## src/rtl/sat_counter_n.sv

```systemverilog
// Parametrised N-bit saturating up/down counter with bounds, step, load and region flags.
// Define SATCNT_WRAP_EN to honour wrap_mode (wrap at bounds instead of saturating).
module sat_counter_n #(
    parameter int WIDTH     = 4,
    parameter int MIN_VAL   = 0,
    parameter int MAX_VAL   = 2**WIDTH - 1,
    parameter int RESET_VAL = MIN_VAL,
    parameter int THRESH    = 2**(WIDTH - 1)
) (
    input  logic             clk,
    input  logic             rst,
    input  logic             enable,
    input  logic             up_down,
    input  logic [WIDTH-1:0] step,
    input  logic             load,
    input  logic [WIDTH-1:0] load_value,
    input  logic             clear,
    input  logic             wrap_mode,
    output logic [WIDTH-1:0] count,
    output logic             at_min,
    output logic             at_max,
    output logic             above,
    output logic             sat_pulse
);

    // Extended width leaves headroom for count+step and the wrap offsets.
    localparam int EW = WIDTH + 2;
    localparam logic [EW-1:0]    MIN_E   = EW'(MIN_VAL);
    localparam logic [EW-1:0]    MAX_E   = EW'(MAX_VAL);
    localparam logic [EW-1:0]    TH_E    = EW'(THRESH);
    localparam logic [EW-1:0]    ONE_E   = EW'(1);
    localparam logic [WIDTH-1:0] MIN_C   = WIDTH'(MIN_VAL);
    localparam logic [WIDTH-1:0] MAX_C   = WIDTH'(MAX_VAL);
    localparam logic [WIDTH-1:0] RESET_C = WIDTH'(RESET_VAL);

    typedef enum logic [1:0] {
        ST_MIN = 2'd0,
        ST_MID = 2'd1,
        ST_MAX = 2'd2
    } state_t;

    state_t           state_r;
    state_t           next_state_s;
    logic [WIDTH-1:0] count_r;
    logic [WIDTH-1:0] next_count_s;
    logic             sat_pulse_r;
    logic             next_pulse_s;
    logic             wrap_en_s;
    logic [EW-1:0]    count_e_s;
    logic [EW-1:0]    step_e_s;
    logic [EW-1:0]    sum_s;
    logic [EW-1:0]    wrap_up_s;
    logic [EW-1:0]    wrap_dn_top_s;
    logic [EW-1:0]    wrap_dn_sub_s;
    logic [EW-1:0]    wrap_dn_s;
    logic             under_s;

    function automatic state_t region_of(input logic [WIDTH-1:0] v);
        if (v == MIN_C) begin
            region_of = ST_MIN;
        end else if (v == MAX_C) begin
            region_of = ST_MAX;
        end else begin
            region_of = ST_MID;
        end
    endfunction

    function automatic logic [WIDTH-1:0] clamp(input logic [WIDTH-1:0] v);
        if ({2'b00, v} < MIN_E) begin
            clamp = MIN_C;
        end else if ({2'b00, v} > MAX_E) begin
            clamp = MAX_C;
        end else begin
            clamp = v;
        end
    endfunction

`ifdef SATCNT_WRAP_EN
    assign wrap_en_s = wrap_mode;
`else
    logic unused_wrap_s;
    assign unused_wrap_s = wrap_mode;
    assign wrap_en_s     = 1'b0;
`endif

    assign count_e_s     = {2'b00, count_r};
    assign step_e_s      = {2'b00, step};
    assign sum_s         = count_e_s + step_e_s;
    assign wrap_up_s     = sum_s - MAX_E - ONE_E + MIN_E;
    assign under_s       = count_e_s < (step_e_s + MIN_E);
    // Down wrap is MAX - (MIN - diff - 1), rearranged to stay non-negative.
    assign wrap_dn_top_s = MAX_E + count_e_s + ONE_E;
    assign wrap_dn_sub_s = MIN_E + step_e_s;
    assign wrap_dn_s     = wrap_dn_top_s - wrap_dn_sub_s;

    // Next count and saturation pulse: clear > load > step > hold.
    always_comb begin
        next_count_s = count_r;
        next_pulse_s = 1'b0;
        if (clear) begin
            next_count_s = RESET_C;
        end else if (load) begin
            next_count_s = clamp(load_value);
        end else if (enable) begin
            if (up_down) begin
                if (sum_s > MAX_E) begin
                    next_pulse_s = 1'b1;
                    if (wrap_en_s && (wrap_up_s <= MAX_E)) begin
                        next_count_s = wrap_up_s[WIDTH-1:0];
                    end else begin
                        next_count_s = MAX_C;
                    end
                end else begin
                    next_count_s = sum_s[WIDTH-1:0];
                end
            end else begin
                if (under_s) begin
                    next_pulse_s = 1'b1;
                    if (wrap_en_s && (wrap_dn_top_s >= wrap_dn_sub_s) && (wrap_dn_s >= MIN_E)) begin
                        next_count_s = wrap_dn_s[WIDTH-1:0];
                    end else begin
                        next_count_s = MIN_C;
                    end
                end else begin
                    next_count_s = count_r - step;
                end
            end
        end else begin
            next_count_s = count_r;
        end
        next_state_s = region_of(next_count_s);
    end

    // Count, region state and pulse registers.
    always_ff @(posedge clk or posedge rst) begin
        if (rst) begin
            count_r     <= RESET_C;
            state_r     <= region_of(RESET_C);
            sat_pulse_r <= 1'b0;
        end else begin
            count_r     <= next_count_s;
            state_r     <= next_state_s;
            sat_pulse_r <= next_pulse_s;
        end
    end

    assign count     = count_r;
    assign at_min    = (state_r == ST_MIN);
    assign at_max    = (state_r == ST_MAX);
    assign above     = (count_e_s >= TH_E);
    assign sat_pulse = sat_pulse_r;

endmodule

```

## config.mk

```make
export PLATFORM = sky130hd
export DESIGN_NAME = sat_counter_n
export DESIGN_NICKNAME = d
export VERILOG_FILES = /design/src/rtl/sat_counter_n.sv
export SDC_FILE = /design/constraint.sdc
export NUM_CORES = 1
export LEC_CHECK = 0
export ABC_AREA = 1
export ABC_CLOCK_PERIOD_IN_PS = 1750
export BUFFER_PORTS_ARGS = -buffer_cell sky130_fd_sc_hd__buf_4
export CORE_MARGIN = 2
export CORE_UTILIZATION = 45
export CTS_BUF_LIST = sky130_fd_sc_hd__clkbuf_16
export DETAILED_ROUTE_END_ITERATION = 10
export PLACE_DENSITY = 0.74
export SYNTH_ARGS = -nofsm -noshare
export SYNTH_HDL_FRONTEND = slang
export SYNTH_SLANG_ARGS = --single-unit
```

## constraint.sdc

```tcl
create_clock -name clk -period 1.75 [get_ports clk]
set_input_delay 0.35 -clock clk [delete_from_list [all_inputs] [get_ports clk]]
set_output_delay 0.35 -clock clk [all_outputs]
set_load 0.03 [all_outputs]
```

==> flow_metrics.tcl, run 1 <==
set metrics [dict create \
    max_stage_delay_ns 0.52 \
    cts_tree "built" \
    place_area_um2 1023 \
    critPathRequiredTime_ns 1.87 \
    cts_max_level 1 \
    ir_drop_mv 0.6433 \
    yosys-top-cells-count "21 x nand2_1, 15 x inv_1, 10 x nor2_1" \
    ys_types 21 \
    cp-start-kind "flop" \
    synth-compound-area-share_pct 9.268 \
    max_freq_ghz 0.5041 \
    clock_latency_ns 0.23 \
    ys_seq_area_share_pct 22.76 \
    synth_fa_ha_area_share_pct 18.21 \
    coreArea_um2 1559 \
    crit_type "reg2reg" \
    area_growth_pct 53.50 \
    drtIter0Drc 17 \
    cp-end-kind "flop" \
    clk_pin_slew_ns 0.04 \
    crit_slowest_cell "fa_2" \
    routabilityCongestion 0.8424 \
    post-route-period-util_pct 113.4 \
    drt_wl_total_um 2075 \
    cap_violations 0 \
    netlist_top_cells_area "dfrtp_1 23%, ha_1 13%, nand2_1 10%, inv_1 7.3%, fa_1 5.2%" \
    antenna_found_initial 0 \
    cts_buffers 3 \
    setup_viol 7 \
    synth_top_family_by_area "simple AND/OR/NAND/NOR gates" \
    final_layout_size_suffix_gt1_share_pct 50.72 \
    synthXorXnorAreaFrac_pct 2.276 \
    hold_violations 0 \
    drt-pass1-iter-count 4 \
    design_power_total_w 0.0009087 \
    crit_family "adder cells" \
    rsz0062_at_grt "yes" \
    port-buffer-count 21 \
    fp.dieW_um 45.35 \
    routedWlPerCell_um 13.47 \
    slew_violations 0 \
    synth-edff-count 0 \
    synth_top_area_share_pct 22.76 \
    synth_area_um2 769.5 \
    dieArea_um2 2057 \
    fin_crit_ns 1.984 \
    synth_flop_cell "dfrtp_1" \
    start_util_pct 49.36 \
    cp_max_fo 4 \
    synthCells 105 \
    synth-seq-cells 7 \
    num_rows 14 \
    via_per_inst 4.981 \
    avgSynthCellArea_um2 7.328 \
    power.leakage_nw 0.6271 \
    syn_nets 130 \
    clockBufferDepth 2 \
    synth_top_area_cell "dfrtp_1" \
    crit_buf_inv 1 \
    ant_nets 0 \
    drc_errors 0 \
    finalInstanceArea_um2 1181 \
    holdBufCountCts 0 \
    synthSimpleGateAreaFrac_pct 35.45 \
    ctsRootBufferMaster "clkbuf_16" \
    final_util_pct 75.76 \
    crit_chain "ha_4 > fa_2 > inv_1 > nand4_1 > nand3_4 > a21oi_4 > nand3_2 > nor2_4 > nor2_2" \
    setup_ws_ns -0.2337 \
    gr-total-overflow 0 \
    yosys_warnings 0 \
    cp.arrival_ns 2.11 \
    diodes 0 \
    rrSetupSlack_ns -0.23 \
    r2r-end "state_r[0]" \
    cts.sink_count 7 \
    hp-class "in2async" \
    violations "setup timing" \
    dpl.hpwl_um 1464 \
    synthMuxAreaShare_pct 0 \
    powerDensity_nw_per_um2 769.4 \
    maxSlewHeadroom_pct 77.70 \
    grtUsageTotal_pct 24.34 \
    status "finished with violations" \
    num-nets-final 164 \
    pin_count 23 \
    synthArstFlopShare_pct 100.0 \
    die_h_um 45.35 \
    startpoint "count[0]" \
    worst_slew_pin_slew_ns 0.3345 \
    grt_start_max_net_pins 8 \
    vias 767 \
    post-synth-top-count-cell "nand2_1" \
    grt_pass1_vias 775 \
    rr_worst_depth 9 \
    fin_skew_ns 0.0008043 \
    r2r_start "count[0]" \
    grt_pass1_wl_um 3401 \
]
==> repair_timing <==
item | CTS | global route
endpoints found under the setup margin | 6 | 7
resized for setup | 13 | 3
buffers inserted | 2 | 0
pin swaps | 6 | 3
gates cloned | 0 | 0
==> metrics by stage <==
stage                     worst slack, ns  hold slack, ns  instances  setup TNS (ns)
after floorplan                   -0.1257          0.1533        105         -0.1691
after global placement            -0.1769          0.2899        148         -0.5449
after detailed placement          -0.2432          0.2901        148         -0.7435
after CTS                         -0.1988         0.04895        154         -0.5812
after global routing              -0.3756         0.06784        154          -1.459
final                             -0.2337         0.04314        154         -0.7061
==> registers in the layout, summed over array words and instances, names as in the netlist <==
register	cells
state_r	2
sat_pulse	1
count	4
==> cells in the final DEF, fill, tap and decap left out <==
master | Yosys | routed
a2111oi_4 | 0 | 1
a21oi_1 | 6 | 6
a21oi_4 | 2 | 2
buf_4 | 0 | 28
buf_6 | 1 | 3
clkbuf_16 | 0 | 3
clkinv_2 | 0 | 1
dfrtp_1 | 7 | 6
dfrtp_2 | 0 | 1
fa_2 | 0 | 2
ha_1 | 8 | 6
ha_4 | 0 | 2
inv_1 | 15 | 13
inv_2 | 3 | 6
inv_4 | 1 | 1
nand2_1 | 21 | 17
nand2_2 | 6 | 10
nand3_1 | 7 | 5
nand3_2 | 4 | 5
nand3_4 | 0 | 1
nand4_1 | 3 | 3
nor2_1 | 10 | 10
nor2_2 | 3 | 2
nor2_4 | 0 | 1
or2_2 | 1 | 1
xor2_1 | 2 | 2
==> power breakdown <==
| part | leakage, nW | internal (W) | switching (W) |
|---|---|---|---|
| combinational | 0.496 | 0.000142 | 0.000191 |
| sequential | 0.0888 | 0.000175 | 0.0000129 |
| clock | 0.0423 | 0.000297 | 0.0000905 |
| total | 0.627 | 0.000614 | 0.000295 |
==> area by class of cell <==
cell class | instances | area (µm²)
Clock inverter | 1 | 3.754
Tap cell | 16 | 20.02
Inverter | 20 | 78.83
Clock buffer | 3 | 75.07
Timing Repair Buffer | 31 | 244.0
Fill cell | 106 | 377.9
Multi-Input combinational cell | 76 | 583.1
Sequential cell | 7 | 176.4
==> how the worst max path moves through the flow <==
stage                            end  slack, ns  depth (start not counted)
after floorplan           state_r[0]      -0.13                         11
after global placement    state_r[0]      -0.18                         14
after detailed placement   sat_pulse      -0.24                          7
after CTS                 state_r[0]      -0.20                         11
after global routing      state_r[0]      -0.38                         14
final                     state_r[0]      -0.23                          9
==> per-layer routing <==
| metal | track usage (%) | vias up | share of wire (%) |
|---|---|---|---|
| li1 | - | 393 | - |
| met1 | 26.32 | 341 | 39 |
| met2 | 46.00 | 26 | 55 |
| met3 | 4.800 | 7 | 4.3 |
| met4 | 8.824 | 0 | 1.9 |
| met5 | 0 | - | 0 |
==> kinds of logic after synthesis <==
| group | count (synthesis) |
|---|---|
| compound gates | 9 |
| buf+inv | 22 |
| flops | 7 |
| fa+ha+maj | 10 |
| xor+xnor | 2 |
| simple gates | 55 |
(Power assumes the default switching activity.)
==> run 2: changes to the inputs <==
RECOVER_POWER = 50   (was unset)
TNS_END_PERCENT = 20   (was unset)
==> flow_metrics.tcl, run 2 (synthesized netlist as in run 1, its figures left out) <==
set metrics [dict create \
    cts_buffers 3 \
    vias 814 \
    status "finished with violations" \
    design_power_total_w 0.0008841 \
    holdBufCountCts 0 \
    grt_busiest_layer "met2" \
    routabilityCongestion 0.8478 \
    num-nets-final 165 \
    max_freq_ghz 0.4988 \
    grtUsageMet3_pct 5.600 \
    max_stage_delay_ns 0.45 \
    use_met1_pct 27.65 \
    worst_path_most_repeated_cell "inv_2" \
    finalInstanceArea_um2 1134 \
    gr-usage-met2_pct 37.71 \
    drt_wl_total_um 1932 \
    cp_max_fo 3 \
    dieArea_um2 2057 \
    cts_max_level 1 \
    post-route-period-util_pct 114.6 \
    cap_violations 0 \
    fp.dieW_um 45.35 \
    grt_pass1_wl_um 3325 \
    grtUsageTotal_pct 22.15 \
    grt_pass1_vias 822 \
    n_fill_cell 119 \
    crit_buf_inv 3 \
    crit_slowest_cell "a2111oi_0" \
    routedWlPerCell_um 12.46 \
    cp-start-kind "flop" \
    hold-worst-slack_ns 0.05721 \
    preCtsSetupSlack_ns -0.2651 \
    crit_family "adder cells" \
    drtIter0Drc 26 \
    via_per_inst 5.252 \
    fin_crit_ns 2.005 \
    cts_tree "built" \
    area_growth_pct 47.32 \
    clockBufferDepth 2 \
    final_cell_mix "31 x buf_4, 19 x nand2_1, 14 x inv_1, 10 x nor2_1, 8 x nand2_2" \
    violations "setup timing" \
    rsz0062_at_grt "yes" \
    multi_input_area_um2 539.3 \
    drt-pass1-iter-count 4 \
    start_util_pct 49.36 \
    grt_start_max_net_pins 8 \
    ant_nets 0 \
    cts.sink_count 7 \
    crit_chain "inv_2 > ha_4 > inv_2 > fa_2 > nand3_2 > nand4_1 > buf_4 > a2111oi_0" \
    fin_skew_ns 0.001924 \
    hold_violations 0 \
    final_layout_size_suffix_gt1_share_pct 48.20 \
    die_h_um 45.35 \
    dpl.hpwl_um 1557 \
    ir_drop_mv 0.6905 \
    num_rows 14 \
    crit_type "reg2reg" \
    cp-end-kind "flop" \
    worst_slew_pin_slew_ns 0.4328 \
    pin_count 23 \
    gr-total-overflow 0 \
    power.leakage_nw 0.6194 \
    drc_errors 0 \
    hp-class "in2async" \
    port-buffer-count 21 \
    largest_reg_flops 4 \
    setup_viol 6 \
    antenna_found_initial 0 \
    register_area_um2 176.4 \
    diodes 0 \
    maxSlewHeadroom_pct 70.40 \
    setup_ws_ns -0.2548 \
    clock_latency_ns 0.23 \
    final_common_cell "buf_4" \
    powerDensity_nw_per_um2 779.9 \
    place_area_um2 1003 \
    ctsRootBufferMaster "clkbuf_16" \
    slew_violations 0 \
    clk_pin_slew_ns 0.04 \
    critPathRequiredTime_ns 1.83 \
    coreArea_um2 1559 \
    cp.arrival_ns 2.08 \
]
## run 2: cell count changes in the layout (fill, tap and decap cells not counted), moves of 2 or more
cell,before,now
buf_4,28,31
buf_6,3,0
ha_2,0,2
nand2_1,17,19
nand2_2,10,8
## run 2: power breakdown
part / total [W] / internal (W) / switching, W
combinational: 0.000318 / 0.000138 / 0.000180
sequential: 0.000186 / 0.000175 / 0.0000116
clock: 0.000379 / 0.000297 / 0.0000827
total: 0.000884 / 0.000610 / 0.000274
## run 2: worst paths after layout
check	from	end	slack, ns	cells after the start
max	count[0]	sat_pulse	-0.25	8
min	rst	state_r[1]	0.06	2
max reg2reg	count[0]	sat_pulse	-0.25	8
min reg2reg	count[0]	count[0]	0.77	5
max in group asynchronous	rst	count[0]	1.46	2
min in group clk	clear	sat_pulse	0.34	2
## run 2: through the flow
step	instances	util, %	TNS [ns]
detailed placement	149	64.37	-0.7326
finish	155	72.71	-0.8665
floorplan	105	-	-0.1803
CTS	153	71.27	-0.6932
global route	155	72.71	-1.456
global placement	149	64.37	-0.5334
## run 2: routing by layer
layer	wire [µm]	vias up
met3	111	2
met1	862	380
met2	944	34
li1	-	398
met4	14	0
met5	0	-
## run 2: cell type report
class                   instances  share of cell area (%)
repair buffers                 32                   21.19
flip-flops and latches          7                   15.56
well taps                      16                   1.766
clock buffers                   3                   6.623
multi-input cells              76                   47.57
clock inverters                 1                  0.3311
inverters                      20                   6.954
## run 2: what timing repair did
action | in CTS | in global routing
endpoints found under the setup margin | 6 | 6
setup buffers | 0 | 2
resized for setup | 9 | 3
pin swaps | 3 | 4
cloned | 0 | 0
